<file path="config.mk">
export PLATFORM = sky130hd
export DESIGN_NAME = magnitude_search_flat
export DESIGN_NICKNAME = d
export VERILOG_FILES = /design/src/rtl/magnitude_search_pkg.sv /design/src/rtl/magnitude_search_if.sv /design/src/rtl/magnitude_search_settle_timer.sv /design/src/rtl/magnitude_search.sv /design/src/flat_wrapper.sv
export SDC_FILE = /design/constraint.sdc
export NUM_CORES = 1
export LEC_CHECK = 0
export ABC_AREA = 1
export BUFFER_PORTS_ARGS = -buffer_cell sky130_fd_sc_hd__buf_2
export CAP_MARGIN = 20
export CORE_MARGIN = 2
export CORE_UTILIZATION = 30
export CTS_CLUSTER_SIZE = 12
export DETAILED_ROUTE_END_ITERATION = 7
export PLACE_DENSITY_LB_ADDON = 0.2
export SKIP_CTS_REPAIR_TIMING = 1
export SYNTH_ARGS = -nofsm -noshare
export SYNTH_HDL_FRONTEND = slang
export SYNTH_SLANG_ARGS = --single-unit
export TNS_END_PERCENT = 10
</file>
<file path="constraint.sdc">
create_clock -name i_clk -period 1.3 [get_ports i_clk]
set_input_delay 0.13 -clock i_clk [delete_from_list [all_inputs] [get_ports i_clk]]
set_output_delay 0.13 -clock i_clk [all_outputs]
set_load 0.02 [all_outputs]
</file>
<file path="src/rtl/magnitude_search_pkg.sv">
// -----------------------------------------------------------------------------
// magnitude_search_pkg
// Shared types and helpers for the successive-approximation magnitude search.
//   state_t  : search FSM states (IDLE, EVAL, DONE)
//   SETTLE_W : width of the settle-wait counter (SETTLE range 0..15)
//   onehot3  : true when exactly one bit of a 3-bit verdict is set
// -----------------------------------------------------------------------------
package magnitude_search_pkg;

  localparam int SETTLE_W = 4;

  typedef enum logic [1:0] {
    IDLE = 2'd0,
    EVAL = 2'd1,
    DONE = 2'd2
  } state_t;

  function automatic logic onehot3(input logic [2:0] v);
    return (v == 3'b001) || (v == 3'b010) || (v == 3'b100);
  endfunction

endpackage

</file>
<file path="src/rtl/magnitude_search_if.sv">
// -----------------------------------------------------------------------------
// magnitude_search_if
// Bundles the search engine's request/verdict inputs and its trial/result
// outputs. Signal prefixes are from the engine's point of view.
//   i_start  : request a search
//   i_equal  : comparator verdict A == Guess
//   i_biga   : comparator verdict A > Guess
//   i_bigb   : comparator verdict Guess > A
//   o_guess  : trial value driving the comparator B operand
//   o_busy   : search in progress
//   o_done   : one-cycle completion pulse
//   o_result : recovered value
//   o_fault  : verdict was not one-hot
// Modports: master = the search engine, slave = its environment.
// -----------------------------------------------------------------------------
interface magnitude_search_if #(
  parameter int WIDTH = 4
);

  logic             i_start;
  logic             i_equal;
  logic             i_biga;
  logic             i_bigb;
  logic [WIDTH-1:0] o_guess;
  logic             o_busy;
  logic             o_done;
  logic [WIDTH-1:0] o_result;
  logic             o_fault;

  modport master (
    input  i_start, i_equal, i_biga, i_bigb,
    output o_guess, o_busy, o_done, o_result, o_fault
  );

  modport slave (
    output i_start, i_equal, i_biga, i_bigb,
    input  o_guess, o_busy, o_done, o_result, o_fault
  );

endinterface

</file>
<file path="src/rtl/magnitude_search_settle_timer.sv">
// -----------------------------------------------------------------------------
// magnitude_search_settle_timer
// Counts wait cycles after each Guess update so the verdict is sampled only
// once a slow compare path has settled.
//   i_clk     : rising-edge clock
//   i_rst_n   : asynchronous active-low reset
//   i_load    : restart the wait (count <- 0); has priority over i_inc
//   i_inc     : advance the wait by one cycle
//   o_expired : SETTLE wait cycles have elapsed, verdict may be sampled
// -----------------------------------------------------------------------------
module magnitude_search_settle_timer
  import magnitude_search_pkg::*;
#(
  parameter int SETTLE = 0
) (
  input  logic i_clk,
  input  logic i_rst_n,
  input  logic i_load,
  input  logic i_inc,
  output logic o_expired
);

  localparam logic [SETTLE_W-1:0] SETTLE_L = SETTLE_W'(SETTLE);

  logic [SETTLE_W-1:0] r_count;

  always_ff @(posedge i_clk or negedge i_rst_n) begin
    if (!i_rst_n) begin
      r_count <= '0;
    end else if (i_load) begin
      r_count <= '0;
    end else if (i_inc) begin
      r_count <= r_count + SETTLE_W'(1);
    end
  end

  // The count is reloaded after every sample, so it never passes SETTLE and
  // an equality test is sufficient (and trivially true when SETTLE is 0).
  assign o_expired = (r_count == SETTLE_L);

endmodule

</file>
<file path="src/rtl/magnitude_search.sv">
// -----------------------------------------------------------------------------
// magnitude_search
// Successive-approximation search: drives a trial value onto the B operand of
// an external magnitude comparator and uses its Equal/BigA/BigB verdict to
// resolve the unknown A operand one bit per evaluation, MSB first, exiting
// early on Equal. A non-one-hot verdict aborts the search and raises Fault.
//   i_clk   : rising-edge clock
//   i_rst_n : asynchronous active-low reset
//   bus     : magnitude_search_if.master (start, verdict in; guess, busy,
//             done, result, fault out)
// Parameters: WIDTH operand width, SETTLE extra wait cycles per evaluation.
// -----------------------------------------------------------------------------
module magnitude_search
  import magnitude_search_pkg::*;
#(
  parameter int WIDTH  = 4,
  parameter int SETTLE = 0
) (
  input  logic                 i_clk,
  input  logic                 i_rst_n,
  magnitude_search_if.master   bus
);

  localparam int IDX_W = (WIDTH > 1) ? $clog2(WIDTH) : 1;
  localparam logic [IDX_W-1:0] IDX_MSB   = IDX_W'(WIDTH - 1);
  localparam logic [WIDTH-1:0] GUESS_MSB = WIDTH'(1) << (WIDTH - 1);

  state_t           r_state;
  logic [WIDTH-1:0] r_guess;
  logic [WIDTH-1:0] r_result;
  logic [IDX_W-1:0] r_index;
  logic             r_fault;

  state_t           w_state_next;
  logic [WIDTH-1:0] w_guess_next;
  logic [WIDTH-1:0] w_result_next;
  logic [IDX_W-1:0] w_index_next;
  logic             w_fault_next;

  logic [WIDTH-1:0] w_guess_adj;
  logic [IDX_W-1:0] w_index_dn;
  logic [2:0]       w_verdict;
  logic             w_timer_load;
  logic             w_timer_inc;
  logic             w_settled;

  assign w_verdict  = {bus.i_equal, bus.i_biga, bus.i_bigb};
  assign w_index_dn = r_index - IDX_W'(1);

  magnitude_search_settle_timer #(
    .SETTLE (SETTLE)
  ) u_settle_timer (
    .i_clk     (i_clk),
    .i_rst_n   (i_rst_n),
    .i_load    (w_timer_load),
    .i_inc     (w_timer_inc),
    .o_expired (w_settled)
  );

  always_ff @(posedge i_clk or negedge i_rst_n) begin
    if (!i_rst_n) begin
      r_state  <= IDLE;
      r_guess  <= '0;
      r_result <= '0;
      r_index  <= IDX_MSB;
      r_fault  <= 1'b0;
    end else begin
      r_state  <= w_state_next;
      r_guess  <= w_guess_next;
      r_result <= w_result_next;
      r_index  <= w_index_next;
      r_fault  <= w_fault_next;
    end
  end

  always_comb begin
    w_state_next  = r_state;
    w_guess_next  = r_guess;
    w_result_next = r_result;
    w_index_next  = r_index;
    w_fault_next  = r_fault;
    w_timer_load  = 1'b0;
    w_timer_inc   = 1'b0;

    // Current guess with the bit under test resolved by a BigA/BigB verdict:
    // BigB means the guess overshoots A, so that bit must be 0.
    w_guess_adj = r_guess;
    if (bus.i_bigb) begin
      w_guess_adj[r_index] = 1'b0;
    end

    unique case (r_state)
      IDLE: begin
        if (bus.i_start) begin
          w_guess_next  = GUESS_MSB;
          w_index_next  = IDX_MSB;
          w_fault_next  = 1'b0;
          w_timer_load  = 1'b1;
          w_state_next  = EVAL;
        end
      end

      EVAL: begin
        if (!w_settled) begin
          w_timer_inc = 1'b1;
        end else if (!onehot3(w_verdict)) begin
          w_fault_next = 1'b1;
          w_state_next = DONE;
        end else if (bus.i_equal) begin
          w_result_next = r_guess;
          w_state_next  = DONE;
        end else if (r_index == '0) begin
          w_guess_next  = w_guess_adj;
          w_result_next = w_guess_adj;
          w_state_next  = DONE;
        end else begin
          // Resolve this bit and trial-set the next lower one.
          w_guess_next             = w_guess_adj;
          w_guess_next[w_index_dn] = 1'b1;
          w_index_next             = w_index_dn;
          w_timer_load             = 1'b1;
        end
      end

      DONE: begin
        w_state_next = IDLE;
      end

      default: begin
        w_state_next = IDLE;
      end
    endcase
  end

  assign bus.o_guess  = r_guess;
  assign bus.o_result = r_result;
  assign bus.o_fault  = r_fault;
  assign bus.o_busy   = (r_state != IDLE);
  assign bus.o_done   = (r_state == DONE);

endmodule
</file>
<file path="src/flat_wrapper.sv">
// flat-port wrapper written by rule: the top's interface ports become plain ports
module magnitude_search_flat import magnitude_search_pkg::*;
#(
  parameter int WIDTH  = 4,
  parameter int SETTLE = 0
)
  (i_clk, i_rst_n, bus_i_start, bus_i_equal, bus_i_biga, bus_i_bigb, bus_o_guess, bus_o_busy, bus_o_done, bus_o_result, bus_o_fault);
  magnitude_search_if #(.WIDTH(WIDTH)) bus_i ();
  input  logic i_clk;
  input  logic i_rst_n;
  input wire logic [$bits(bus_i.i_start)-1:0] bus_i_start;
  input wire logic [$bits(bus_i.i_equal)-1:0] bus_i_equal;
  input wire logic [$bits(bus_i.i_biga)-1:0] bus_i_biga;
  input wire logic [$bits(bus_i.i_bigb)-1:0] bus_i_bigb;
  output wire logic [$bits(bus_i.o_guess)-1:0] bus_o_guess;
  output wire logic [$bits(bus_i.o_busy)-1:0] bus_o_busy;
  output wire logic [$bits(bus_i.o_done)-1:0] bus_o_done;
  output wire logic [$bits(bus_i.o_result)-1:0] bus_o_result;
  output wire logic [$bits(bus_i.o_fault)-1:0] bus_o_fault;
  assign bus_i.i_start = bus_i_start;
  assign bus_i.i_equal = bus_i_equal;
  assign bus_i.i_biga = bus_i_biga;
  assign bus_i.i_bigb = bus_i_bigb;
  assign bus_o_guess = bus_i.o_guess;
  assign bus_o_busy = bus_i.o_busy;
  assign bus_o_done = bus_i.o_done;
  assign bus_o_result = bus_i.o_result;
  assign bus_o_fault = bus_i.o_fault;
  magnitude_search #(.WIDTH(WIDTH), .SETTLE(SETTLE)) u_core (.i_clk(i_clk), .i_rst_n(i_rst_n), .bus(bus_i));
endmodule
</file>
==> summary.md <==
| Metric | Value |
|---|---|
| Clock-pin slew on the worst setup and hold paths | `0.11 ns` |
| Synth area leaders | `sky130_fd_sc_hd__dfrtp_1, sky130_fd_sc_hd__nand2_1, sky130_fd_sc_hd__ha_1` |
| Max Clk Rate | `729 MHz` |
| Crit path arrival time | `1.62 ns` |
| Syn nets | `146` |
| Hold Crit Depth | `3` |
| Cell type with the largest total area after synthesis | `sky130_fd_sc_hd__dfrtp_1` |
| Mean area per synthesized cell | `8.19 sq um` |
| Setup WS pre-CTS | `-0.0597 ns` |
| Critical path capture point type | `register` |
| Ports placed on the boundary | `17` |
| First-pass GRT wire length | `4190 um` |
| Bufs and invs on worst path | `2` |
| # nets final | `182` |
| Final-report setup violation count | `14` |
| Number of enable flip-flop cells after synthesis | `0` |
| Number of H-tree levels | `1` |
| FFs w/ async S/R, synth | `100%` |
| Fraction of layout instances using a drive strength above 1 | `42.6%` |
| Post-layout worst setup margin | `-0.0723 ns` |
| Leakage power summed over all cells | `0.000738 uW` |
| Post-Route WL | `2430 um` |
| Total of warnings raised by yosys | `0` |
| Global placement routability congestion | `0.760` |
| Status | `complete, but fails checks` |
| Global route overflow | `0` |
| Final slew viol count | `0` |
| Remaining design rule violation count | `0` |
| Count of input and output buffers | `16` |
| Via count | `957` |
| Most frequent cell after synthesis | `sky130_fd_sc_hd__nand2_1` |
| GR Util All Layers | `13.0%` |
| Initial Utilization | `32.1%` |
| Relative area change from synthesis to final layout | `30.7%` |
| Power Density | `1930 mW/mm^2` |
| Antenna Nets Post-Route | `0` |
| Largest net degree at the start of global routing | `18` |
| Share of the synthesized area in the top cell type | `34.2%` |
| Maximum root-to-sink buffer count | `2` |
| Largest stage delay, worst path | `0.57 ns` |
| Worst reg2reg startpoint | `u_core.r_index[0]` |
| Top flip-flop cell by instance count after synthesis | `sky130_fd_sc_hd__dfrtp_1` |
| Worst path cell trace | `inv_4 > ha_4 > inv_4 > nand2_4 > nor2_4 > nand3_4 > nand2_4 > nand2_2 > nand2_2` |
| Die height | `64.5 um` |
| Cell area after technology mapping | `0.00110 sq mm` |
| Filler Cell Count | `376` |
| Standard-cell rows | `21` |
| Synthesized netlist cell count | `134` |
| Violated checks | `negative setup slack` |
| Data required, critical path | `1.54 ns` |
| FF+latch count, synth | `17` |
| Hold Violations, Final | `0` |
| TritonRoute pass-1 iters | `4` |
| Number of placed instances, taps included | `207` |
| Core Area | `0.00342 sq mm` |
| Mean routed wirelength per cell | `11.3 um` |
| Family with the most delay on the worst path | `flip-flops` |
| Floorplan die area | `0.00416 sq mm` |
| Number of antenna diodes | `0` |
| Setup clock skew after layout | `0.00320 ns` |
| Hold path startpoint | `bus_i_equal` |
| Seq/Total Area, Yosys | `39.0%` |
| Max Cap Violations | `0` |
| Worst hold slack across all endpoints | `0.222 ns` |
| Die extent in x | `64.5 um` |
| Actual slew at the worst max-slew pin | `0.403 ns` |
| Top post-synthesis cells by count | `sky130_fd_sc_hd__nand2_1, sky130_fd_sc_hd__dfrtp_1, sky130_fd_sc_hd__inv_1` |
| Clock insertion delay at the later pin of the skew report | `0.29 ns` |
| Crit Path Category | `register to register` |
| Slowest cell on the critical path | `sky130_fd_sc_hd__dfstp_2` |
| Tmin final | `1.37 ns` |
| Number of cells in the finished layout apart from fillers | `215` |
| Worst setup slack for register-to-register paths | `-0.07 ns` |
| Worst-case vdd ir drop | `480 uV` |
| Total clock buffers created by CTS | `3` |
| Detailed router's first-iteration violation count | `22` |
| Initial antenna violation count | `0` |
| Launching element type of the critical path | `register` |
| R2R Path End | `u_core.r_index[0]` |
| Number of global-route vias before repair | `969` |
| Total clock sinks | `17` |
| Share of the cycle needed by the critical path after routing | `106%` |
| Buffer type at the clock tree root | `sky130_fd_sc_hd__clkbuf_4` |
| Half-perimeter wire length after placement | `1920 um` |
| Cell variety after synth | `24` |
| Worst Hold Endpoint | `u_core.bus.o_result[3]` |
| TritonCTS clock tree | `done` |
| Worst-case reg-to-reg path depth | `9` |
| Worst rel slew slack | `73.1%` |
| Hold Path Class | `input port to register` |
| Vias per cell | `4.45` |
| RSZ-0062 raised after global routing | `yes` |
| Largest driver fanout on the critical path | `6` |
-- area by class of cell --
type,count,area (sq um),share of cell area [%]
repair buffers,32,218,15.2
multi-input cells,96,617,43.0
well taps,46,57.6,4.01
flip-flops and latches,17,428,29.8
inverters,20,87.6,6.11
clock buffers,4,26.3,1.83
-- stage by stage --
stage / util, % / setup TNS (ns) / total power [uW] / area, sq um
finish: 42.0 / -0.567 / 2760 / 1430
global route: 42.0 / -1.62 / 3000 / 1430
CTS: 39.9 / -0.643 / 2650 / 1360
detailed placement: 39.1 / -0.418 / 2340 / 1340
global placement: 39.1 / -0.155 / 2320 / 1340
floorplan: - / -0.160 / 1860 / 1110
-- tightest hold or removal path, stage by stage --
cell	delay, ns
sky130_fd_sc_hd__buf_2	0.14
sky130_fd_sc_hd__o31ai_1	0.09
sky130_fd_sc_hd__o21ai_1	0.12
-- where the power goes --
| group | total (uW) | internal, uW | switching, uW |
|---|---|---|---|
| Clock | 295 | 119 | 176 |
| Combinational | 1600 | 652 | 951 |
| Sequential | 864 | 729 | 135 |
| Total | 2760 | 1500 | 1260 |
-- kinds of logic after synthesis --
kind of cell,after synthesis,synth area share (%)
simple gates,73,35.9
buf+inv,21,9.12
flops,17,39.0
compound gates,15,7.53
fa+ha+maj,6,6.84
xor+xnor,2,1.60
-- routing by layer --
metal	GRT usage, %	up-vias	part of all wire (%)
met5	0	-	0
met4	5.85	0	1.4
met3	1.74	2	2.0
met2	24.3	11	52
met1	14.6	451	44
li1	-	493	-
-- layout by cell type, fill, tap and decap left out, types with 2 or more instances in the layout --
cell and n:
sky130_fd_sc_hd__ha_2 2, sky130_fd_sc_hd__nor2_1 4, sky130_fd_sc_hd__buf_2 15, sky130_fd_sc_hd__ha_1 3, sky130_fd_sc_hd__nand2_2 7, sky130_fd_sc_hd__inv_1 10, sky130_fd_sc_hd__clkbuf_4 3, sky130_fd_sc_hd__nor2_4 2
sky130_fd_sc_hd__nand2_1 37, sky130_fd_sc_hd__o21ai_0 4, sky130_fd_sc_hd__a21oi_1 2, sky130_fd_sc_hd__nor2_2 4, sky130_fd_sc_hd__o21ai_1 6, sky130_fd_sc_hd__xor2_1 2, sky130_fd_sc_hd__dfrtp_1 15, sky130_fd_sc_hd__dfstp_2 2
sky130_fd_sc_hd__nand2_4 6, sky130_fd_sc_hd__buf_4 15, sky130_fd_sc_hd__nand3_1 6, sky130_fd_sc_hd__nand3_4 3, sky130_fd_sc_hd__inv_4 3, sky130_fd_sc_hd__nand4_1 3, sky130_fd_sc_hd__inv_2 6
-- registers in the layout, indices dropped and copies added, names as in the netlist --
signal and cells:
u_core.bus.o_fault 1, u_core.r_state 2, u_core.u_settle_timer.r_count 4, u_core.bus.o_guess 4
u_core.r_index 2, u_core.bus.o_result 4
-- worst max-delay path by stage --
stage                                  from                                to  slack, ns  depth (start not counted)
after CTS                 u_core.r_index[0]            u_core.bus.o_result[1]      -0.09                          9
after detailed placement  u_core.r_index[0]            u_core.bus.o_result[1]      -0.06                          9
after global routing      u_core.r_index[1]                 u_core.r_index[1]      -0.15                          9
after global placement    u_core.r_index[1]            u_core.bus.o_result[0]      -0.02                          9
final                     u_core.r_index[0]                 u_core.r_index[0]      -0.07                          9
after floorplan           u_core.r_index[1]  u_core.u_settle_timer.r_count[0]      -0.02                          8
Note: power is estimated with default switching activity, not from simulation.
